[config.mk]
export PLATFORM = sky130hd
export DESIGN_NAME = demosaic_bayer_ingest
export DESIGN_NICKNAME = d
export VERILOG_FILES = /design/src/rtl/demosaic_pkg.sv /design/src/rtl/demosaic_cfa_phase.sv /design/src/rtl/demosaic_bayer_ingest.sv
export SDC_FILE = /design/constraint.sdc
export NUM_CORES = 1
export LEC_CHECK = 0
export CORE_MARGIN = 2
export CORE_UTILIZATION = 40
export CTS_BUF_LIST = sky130_fd_sc_hd__clkbuf_8
export DETAILED_ROUTE_END_ITERATION = 6
export MAX_ROUTING_LAYER = met4
export PLACE_DENSITY = 0.73
export SYNTH_ARGS = -nofsm -noshare
export SYNTH_HDL_FRONTEND = slang
export SYNTH_SLANG_ARGS = --single-unit
[constraint.sdc]
create_clock -name PCLK -period 5.25 [get_ports PCLK]
set_input_delay 1.05 -clock PCLK [delete_from_list [all_inputs] [get_ports PCLK]]
set_output_delay 1.05 -clock PCLK [all_outputs]
set_load 0.1 [all_outputs]
[src/rtl/demosaic_pkg.sv]
// Shared types for the Bayer ingest block: FSM states, CFA colours, patterns.
package demosaic_pkg;

  typedef enum logic [1:0] {
    IDLE   = 2'd0,
    PRIME  = 2'd1,
    STREAM = 2'd2,
    DONE   = 2'd3
  } state_t;

  typedef enum logic [1:0] {
    CFA_R  = 2'd0,
    CFA_GR = 2'd1,
    CFA_GB = 2'd2,
    CFA_B  = 2'd3
  } cfa_t;

  localparam logic [1:0] PAT_RGGB = 2'd0;
  localparam logic [1:0] PAT_GRBG = 2'd1;
  localparam logic [1:0] PAT_GBRG = 2'd2;
  localparam logic [1:0] PAT_BGGR = 2'd3;

  localparam logic [1:0] ERR_SHORT = 2'b01;
  localparam logic [1:0] ERR_LONG  = 2'b10;

endpackage

[src/rtl/demosaic_cfa_phase.sv]
// Maps (line parity, column parity, CFA pattern) to the colour of a sample.
module demosaic_cfa_phase
  import demosaic_pkg::*;
(
  input  logic       line_par,
  input  logic       col_par,
  input  logic [1:0] pat,
  output cfa_t       cfa
);

  logic [1:0] ph;

  // Each pattern is RGGB with its origin shifted by one row and/or column.
  always_comb begin
    ph  = {line_par, col_par} ^ pat;
    cfa = CFA_R;
    unique case (1'b1)
      ph == 2'b00: cfa = CFA_R;
      ph == 2'b01: cfa = CFA_GR;
      ph == 2'b10: cfa = CFA_GB;
      ph == 2'b11: cfa = CFA_B;
    endcase
  end

endmodule

[src/rtl/demosaic_bayer_ingest.sv]
// Bayer ingest: frame/line tracking, CFA tagging and calibration-window prime.
// Define DEMOSAIC_INGEST_ERRCHK_EN to enable framing error detection on ERR.
module demosaic_bayer_ingest
  import demosaic_pkg::*;
#(
  parameter int unsigned DATA_W      = 8,
  parameter int unsigned COLS        = 512,
  parameter int unsigned LINES       = 768,
  parameter int unsigned PRIME_LINES = 4,
  parameter int unsigned CFA_PAT     = 0
) (
  input  logic                     PCLK,
  input  logic                     rst,
  input  logic                     VSYNC,
  input  logic                     HSYNC,
  input  logic [DATA_W-1:0]        BAYERDATA,
  output logic [DATA_W-1:0]        O_DATA,
  output logic                     O_VALID,
  output logic [$clog2(COLS)-1:0]  O_COL,
  output logic [$clog2(LINES)-1:0] O_LINE,
  output logic [1:0]               O_CFA,
  output logic                     O_SOF,
  output logic                     O_EOL,
  output logic                     CAL_EN,
  output logic [1:0]               ERR
);

  localparam int unsigned CW = $clog2(COLS);
  localparam int unsigned LW = $clog2(LINES);

  localparam logic [CW-1:0] COL_LAST   = CW'(COLS - 1);
  localparam logic [LW-1:0] LINE_LAST  = LW'(LINES - 1);
  localparam logic [LW-1:0] PRIME_LAST = LW'(PRIME_LINES - 1);
  localparam logic [1:0]    PAT        = 2'(CFA_PAT);

  state_t        state;
  logic          armed;
  logic [CW-1:0] col;
  logic [LW-1:0] line;

  logic run;
  logic start;
  logic drop;
  logic accept;
  logic wrap;
  logic short_close;
  logic line_close;
  cfa_t cfa;

  demosaic_cfa_phase u_phase (
    .line_par (line[0]),
    .col_par  (col[0]),
    .pat      (PAT),
    .cfa      (cfa)
  );

  always_comb begin
    run         = (state == PRIME) || (state == STREAM);
    start       = (state == IDLE) && armed && VSYNC;
    accept      = run && VSYNC && HSYNC && !drop;
    wrap        = accept && (col == COL_LAST);
    short_close = run && VSYNC && !HSYNC && (col != '0);
    line_close  = wrap || short_close;
  end

  always_ff @(posedge PCLK or posedge rst) begin
    if (rst) begin
      state   <= IDLE;
      armed   <= 1'b0;
      col     <= '0;
      line    <= '0;
      O_DATA  <= '0;
      O_VALID <= 1'b0;
      O_COL   <= '0;
      O_LINE  <= '0;
      O_CFA   <= CFA_R;
      O_SOF   <= 1'b0;
      O_EOL   <= 1'b0;
      CAL_EN  <= 1'b0;
    end else begin
      O_VALID <= accept;
      O_SOF   <= accept && (col == '0) && (line == '0);
      O_EOL   <= wrap;
      if (accept) begin
        O_DATA <= BAYERDATA;
        O_COL  <= col;
        O_LINE <= line;
        O_CFA  <= cfa;
      end
      // VSYNC low aborts from anywhere and arms the next frame start.
      if (!VSYNC) begin
        state  <= IDLE;
        armed  <= 1'b1;
        col    <= '0;
        line   <= '0;
        CAL_EN <= 1'b0;
      end else begin
        CAL_EN <= (state == STREAM) || (state == DONE);
        unique case (state)
          IDLE: begin
            if (start) begin
              state <= PRIME;
              armed <= 1'b0;
            end
          end
          PRIME, STREAM: begin
            if (accept) col <= wrap ? '0 : col + 1'b1;
            if (short_close) col <= '0;
            if (line_close) begin
              line <= (line == LINE_LAST) ? '0 : line + 1'b1;
              if (line == LINE_LAST) begin
                state <= DONE;
              end else if (line == PRIME_LAST && state == PRIME) begin
                state <= STREAM;
              end
            end
          end
          DONE: begin
          end
          default: begin
          end
        endcase
      end
    end
  end

`ifdef DEMOSAIC_INGEST_ERRCHK_EN
  logic       hold;
  logic [1:0] err;

  // hold: line already wrapped, swallow samples until HSYNC drops.
  always_ff @(posedge PCLK or posedge rst) begin
    if (rst) begin
      hold <= 1'b0;
      err  <= '0;
    end else if (!VSYNC) begin
      hold <= 1'b0;
      if (run) err <= err | ERR_SHORT;
    end else begin
      if (start) begin
        err <= '0;
      end else begin
        if (short_close) err[0] <= 1'b1;
        if (run && hold && HSYNC) err[1] <= 1'b1;
        if (state == DONE && HSYNC) err[1] <= 1'b1;
      end
      if (wrap) hold <= 1'b1;
      else if (!HSYNC) hold <= 1'b0;
    end
  end

  assign drop = hold;
  assign ERR  = err;
`else
  assign drop = 1'b0;
  assign ERR  = 2'b00;
`endif

endmodule
==> results of run 1 <==
## power by group
part / switching (mW) / total, mW / internal (mW)
Combinational: 0.567 / 0.746 / 0.179
Clock: 0.134 / 0.274 / 0.140
Sequential: 0.0457 / 0.536 / 0.491
## cell usage in the layout, fill, tap and decap left out, drive strengths merged, types with 2 or more instances in the layout
| master | netlist | final |
|---|---|---|
| or4 | 2 | 2 |
| o22ai | 2 | 2 |
| buf | 10 | 2 |
| xor2 | 5 | 5 |
| or3 | 3 | 3 |
| nand3 | 11 | 11 |
| a32oi | 2 | 2 |
| inv | 13 | 13 |
| and4 | 2 | 2 |
| o41ai | 2 | 2 |
| and3 | 4 | 4 |
| nand2 | 85 | 85 |
| nor2 | 10 | 10 |
| ha | 9 | 9 |
| a31oi | 2 | 2 |
| nand4 | 4 | 4 |
| nand2b | 3 | 3 |
| clkdlybuf4s50 | 0 | 44 |
| o211ai | 5 | 5 |
| dfrtp | 55 | 55 |
| a21oi | 6 | 6 |
| nor4 | 4 | 4 |
| and2 | 2 | 2 |
| o31ai | 5 | 5 |
| clkbuf | 7 | 5 |
| conb | 1 | 2 |
| o21ai | 12 | 12 |
| nand4b | 3 | 3 |
## worst min-delay path by stage
stage                    from  slack [ns]         to  cells past startpoint
finish               O_COL[7]        0.48   O_COL[7]                      2
global route         O_COL[7]        0.50   O_COL[7]                      2
CTS                 O_DATA[0]        0.49  O_DATA[0]                      2
detailed placement  O_DATA[0]        0.46  O_DATA[0]                      2
global placement    O_DATA[7]        0.46  O_DATA[7]                      2
floorplan              col[8]        0.48   O_COL[8]                      2
## metrics by stage
step	cells	hold WS, ns	total power [mW]	cell area (sq um)	setup WS, ns
3_3_place_gp	392	0.457	1.28	3170	1.58
6_report	399	0.478	1.56	3270	1.86
3_5_place_dp	392	0.462	1.29	3170	1.53
2_1_floorplan	286	0.481	1.13	2710	2.86
4_1_cts	399	0.486	1.57	3270	1.85
5_1_grt	399	0.499	1.64	3270	1.63
## flip-flops by register name, summed over array words and instances (netlist names)
signal,count
CAL_EN,1
O_CFA,2
O_COL,9
O_DATA,8
O_EOL,1
O_LINE,10
O_SOF,1
O_VALID,1
armed,1
col,9
line,10
state,2
## kinds of logic (layout without fill, tap and decap cells)
logic type / Yosys count / in the layout / synth area share [%]
simple gates: 139 / 139 / 24.3
flops: 55 / 55 / 50.9
compound gates: 44 / 44 / 13.1
buf+inv: 31 / 67 / 5.37
fa+ha+maj: 9 / 9 / 4.17
xor+xnor: 5 / 5 / 1.62
other cells: 1 / 2 / 0.139
mux: 1 / 1 / 0.370
## metal layers
layer  wire (um)  track usage (%)  vias up
met3         198             3.52        5
met4          51             4.26        0
met2        2520             24.8       41
li1            -                -     1044
met5           0                -        -
met1        2800             22.9     1045
## cells in the mapped netlist (all sizes together) (2+ instances only)
library cell	instances	share of area, %
nand4	4	0.93
or3	3	0.69
o211ai	5	1.4
nand4b	3	0.97
and4	2	0.65
a21oi	6	1.1
a32oi	2	0.65
ha	9	4.2
or4	2	0.69
o22ai	2	0.69
o21ai	12	2.6
buf	10	2.5
nor2	10	1.4
inv	13	1.8
o41ai	2	0.65
and2	2	0.46
dfrtp	55	51
o31ai	5	1.6
and3	4	0.93
nand2b	3	0.69
a31oi	2	0.46
nand3	11	2.0
xor2	5	1.6
clkbuf	7	0.97
nand2	85	12
nor4	4	0.93
## worst reg2reg max path, delay by kind of cell (launching register included)
family	cells	cell delay, ns
simple gates	2	0.55
buf+inv	3	1.08
fa+ha+maj	1	0.48
flops	1	0.43
## final cells by class
| cell class | instances | area, sq um | share of cell area (%) |
|---|---|---|---|
| well taps | 77 | 96.3 | 2.94 |
| multi-input cells | 200 | 1180 | 36.2 |
| repair buffers | 46 | 455 | 13.9 |
| flip-flops and latches | 55 | 1380 | 42.1 |
| inverters | 14 | 52.6 | 1.61 |
| clock inverters | 2 | 37.5 | 1.15 |
| clock buffers | 5 | 68.8 | 2.10 |
==> impl_metrics.yaml, run 1 <==
run:
  cap_violations: 0
setup_path:
  endpoint_kind: "flop"
  r2r_start: "state[1]"
  r2r-end: "O_EOL"
  cpPeakStageDelay_ns: 0.85
  startpoint: "VSYNC"
  arrival_ns: 3.58
  worst-r2r-setup-slack_ns: 2.60
  critPathBufInv: 3
  crit_type: "primary input to flop"
  required_ns: 5.44
  crit_slowest_cell: "clkdlybuf4s50_1"
  cp_max_fo: 34
  start_kind: "primary input"
  timing.critical_path.to: "O_EOL"
  crit_chain: "clkdlybuf4s50_1, nand3_1, buf_4, clkinv_1, and2_1"
  crit_cells: 5
  r2r_cells: 6
  crit_family: "buffers and inverters"
clock_network:
  ctsLongestPathBuffers: 2
  cts_made_buffers: 5
  path_clk_slew_ns: 0.09
  post_cts_buffers: 0
  cts_hold_buf: 0
  cts_tree: "done"
  clock_latency_ns: 0.30
  cts-htree-levels: 2
  cts.sinks: 55
  cts_resized: 0
  root_buffer: "clkbuf_8"
pwr:
  power.leakage_nw: 1.51
  max-vdd-ir-drop_v: 0.000204
  powerDensity_nw_per_um2: 476
logic_synthesis:
  synthArstFlopShare_pct: 100
  synthCells: 285
  ys_ff_latch: 55
  yosysWarningCount: 0
  synth-edff-count: 0
  yosysSeqAreaShare_pct: 50.9
  ys_types: 53
  synth-main-ff-cell: "dfrtp_1"
  syn_area_sq_um: 2700
  avgSynthCellArea_sq_um: 9.48
placed_design:
  dp_hpwl_um: 3860
  io_buffers: 44
  place_congestion: 0.874
floorplan:
  ios: 47
  row_count: 29
  start_util_pct: 41.8
  core_sq_um: 6460
  die_h_um: 86.2
  die-area_sq_um: 7430
  die_x_um: 86.2
detailed_routing:
  via_per_inst: 5.35
  routed_wl_um: 5570
  vias: 2135
  firstDrtPassIters: 4
  avgRoutedWirePerCell_um: 14.0
  drtAntennaViolNets: 0
  drt_iter0_drc: 172
  drcViolationCount: 0
layout:
  area_delta_synth_final_pct: 21.1
  layout.nets: 343
  fillers: 609
  n_antenna_cell: 0
  layout-drive-gt1-share_pct: 6.52
  final_core_util_pct: 50.7
global_route:
  grt_max_degree: 56
  grt_pass1_vias: 1998
  globalRouteOverflowTotal: 0
  grt_pass1_wl_um: 9640
  grt_usage_pct: 16.5
  antenna_found_initial: 0
timing:
  max_freq_ghz: 0.295
  hold_viol: 0
  tns_ns: 0
  finalClockSkew_ns: 0.00209
  slew_headroom_pct: 33.9
  setup_violations: 0
  layout_min_cycle_time_ns: 3.39
  rsz0062_at_grt: "no"
  period_share_pct: 64.5
  slew_violations: 0
  worst_slew_pin_slew_ns: 0.989
run_status:
  status: "finished clean"
min_path:
  hp-class: "flop to flop"
(Power assumes the default switching activity.)
==> run 2: changes to the inputs <==
Settings changed: PLACE_DENSITY 0.73 to 0.76.
Clock period 5.25 ns to 2.7 ns, I/O delays scaled along.
==> run 2 against run 1 <==
  * Global-route usage is 0.81 points lower
  * Non-clock buffer count is 3 higher
  * First-iteration DRC count is 17% lower
  * Register-to-register slack worse by 2.2 ns
  * Final area is 1.7% lower
  * Clock skew is 0.0059 ns higher
  * Critical endpoint is now line[6]
  * Largest cell class unchanged
==> impl_metrics.yaml, run 2 (same netlist as run 1, synthesis figures left out) <==
global_route:
  antenna_found_initial: 0
  grt_max_degree: 36
  grt_pass1_wl_um: 9120
  grt_pass1_vias: 1880
  grt_usage_pct: 15.7
  globalRouteOverflowTotal: 0
floorplan:
  die_h_um: 86.2
  die_x_um: 86.2
  row_count: 29
  start_util_pct: 41.8
  die-area_sq_um: 7430
  core_sq_um: 6460
  ios: 47
timing:
  rsz0062_at_grt: "no"
  slew_violations: 0
  tns_ns: 0
  slew_headroom_pct: 59.8
  finalClockSkew_ns: 0.00800
  setup_violations: 0
  layout_min_cycle_time_ns: 2.27
  period_share_pct: 84.0
  whs_ns: 0.480
  worst_slew_pin_slew_ns: 0.601
  max_freq_ghz: 0.441
  fin_ws_ns: 0.431
  hold_viol: 0
run:
  cap_violations: 0
layout:
  mostFrequentLayoutCell: "nand2_1"
  fin_cells: 403
  layout-drive-gt1-share_pct: 17.8
  n_antenna_cell: 0
  layout.nets: 346
  final_core_util_pct: 49.8
  layout_common_cells: "nand2_1, dfrtp_1, buf_4"
  reg_top3: "O_LINE x10, line x10"
  area_delta_synth_final_pct: 19.0
setup_path:
  required_ns: 2.94
  crit_type: "flop to flop"
  endpoint_kind: "flop"
  r2r-end: "line[6]"
  r2r_cells: 7
  r2r_start: "col[2]"
  arrival_ns: 2.51
  start_kind: "flop"
  cp_max_fo: 12
  worst-r2r-setup-slack_ns: 0.43
min_path:
  holdPathStages: 2
  hp-class: "flop to flop"
  holdPathEnd: "O_LINE[6]"
  hold_path_startpoint: "O_LINE[6]"
clock_network:
  post_cts_buffers: 0
  cts_made_buffers: 5
  clock_latency_ns: 0.31
  cts-htree-levels: 2
  cts.sinks: 55
  ctsLongestPathBuffers: 2
  cts_resized: 0
  root_buffer: "clkbuf_8"
  cts_tree: "done"
  cts_hold_buf: 0
  path_clk_slew_ns: 0.10
placed_design:
  io_buffers: 44
  dp.cells: 395
  place_ws_ns: 0.415
  place_congestion: 0.889
  dp_hpwl_um: 3980
detailed_routing:
  firstDrtPassIters: 4
  vias: 2090
  avgRoutedWirePerCell_um: 13.9
  via_per_inst: 5.19
  drtAntennaViolNets: 0
  drt_iter0_drc: 143
  routed_wl_um: 5590
  drcViolationCount: 0
pwr:
  powerDensity_nw_per_um2: 921
  max-vdd-ir-drop_v: 0.000289
  power.leakage_nw: 1.59
run_status:
  status: "finished clean"
==> run 2: where the power goes <==
group / switching (mW) / internal [mW]
combinational: 1.11 / 0.323
clock: 0.272 / 0.210
sequential: 0.0885 / 0.954
==> run 2: metrics by stage <==
stage	area (sq um)	power (mW)
floorplan	2710	2.21
global placement	3120	2.47
global route	3220	3.10
detailed placement	3120	2.50
finish	3220	2.96
CTS	3220	2.98
==> run 2: layout make-up <==
cell class / instances / area, sq um
Fill cell: 590 / 3240
Timing Repair Buffer: 49 / 408
Clock buffer: 6 / 82.6
Inverter: 14 / 52.6
Clock inverter: 2 / 16.3
Sequential cell: 55 / 1380
Multi-Input combinational cell: 200 / 1180
Tap cell: 77 / 96.3
==> run 2: how the worst max path moves through the flow <==
| stage | startpoint | slack (ns) | to |
|---|---|---|---|
| 2_1_floorplan | state[1] | 0.75 | O_COL[2] |
| 3_3_place_gp | HSYNC | 0.48 | line[6] |
| 3_5_place_dp | HSYNC | 0.42 | line[8] |
| 4_1_cts | col[2] | 0.46 | line[6] |
| 5_1_grt | col[2] | 0.25 | line[6] |
| 6_report | col[2] | 0.43 | line[6] |
==> run 2: routing by layer <==
layer	share of wire, %	wire length, um	up-vias	track usage (%)
met5	0	0	-	-
met4	0.61	34	0	4.83
met3	5.5	308	4	2.10
met2	46	2570	61	23.7
met1	48	2680	973	22.2
li1	-	-	1052	-
==> run 2: critical path, cell delays in order (launching register included) <==
cell	delay, ns
dfrtp_1	0.45
and4_1	0.25
and4_1	0.20
ha_1	0.22
nand2b_1	0.24
o311ai_4	0.24
or4_1	0.52
o21ai_1	0.08
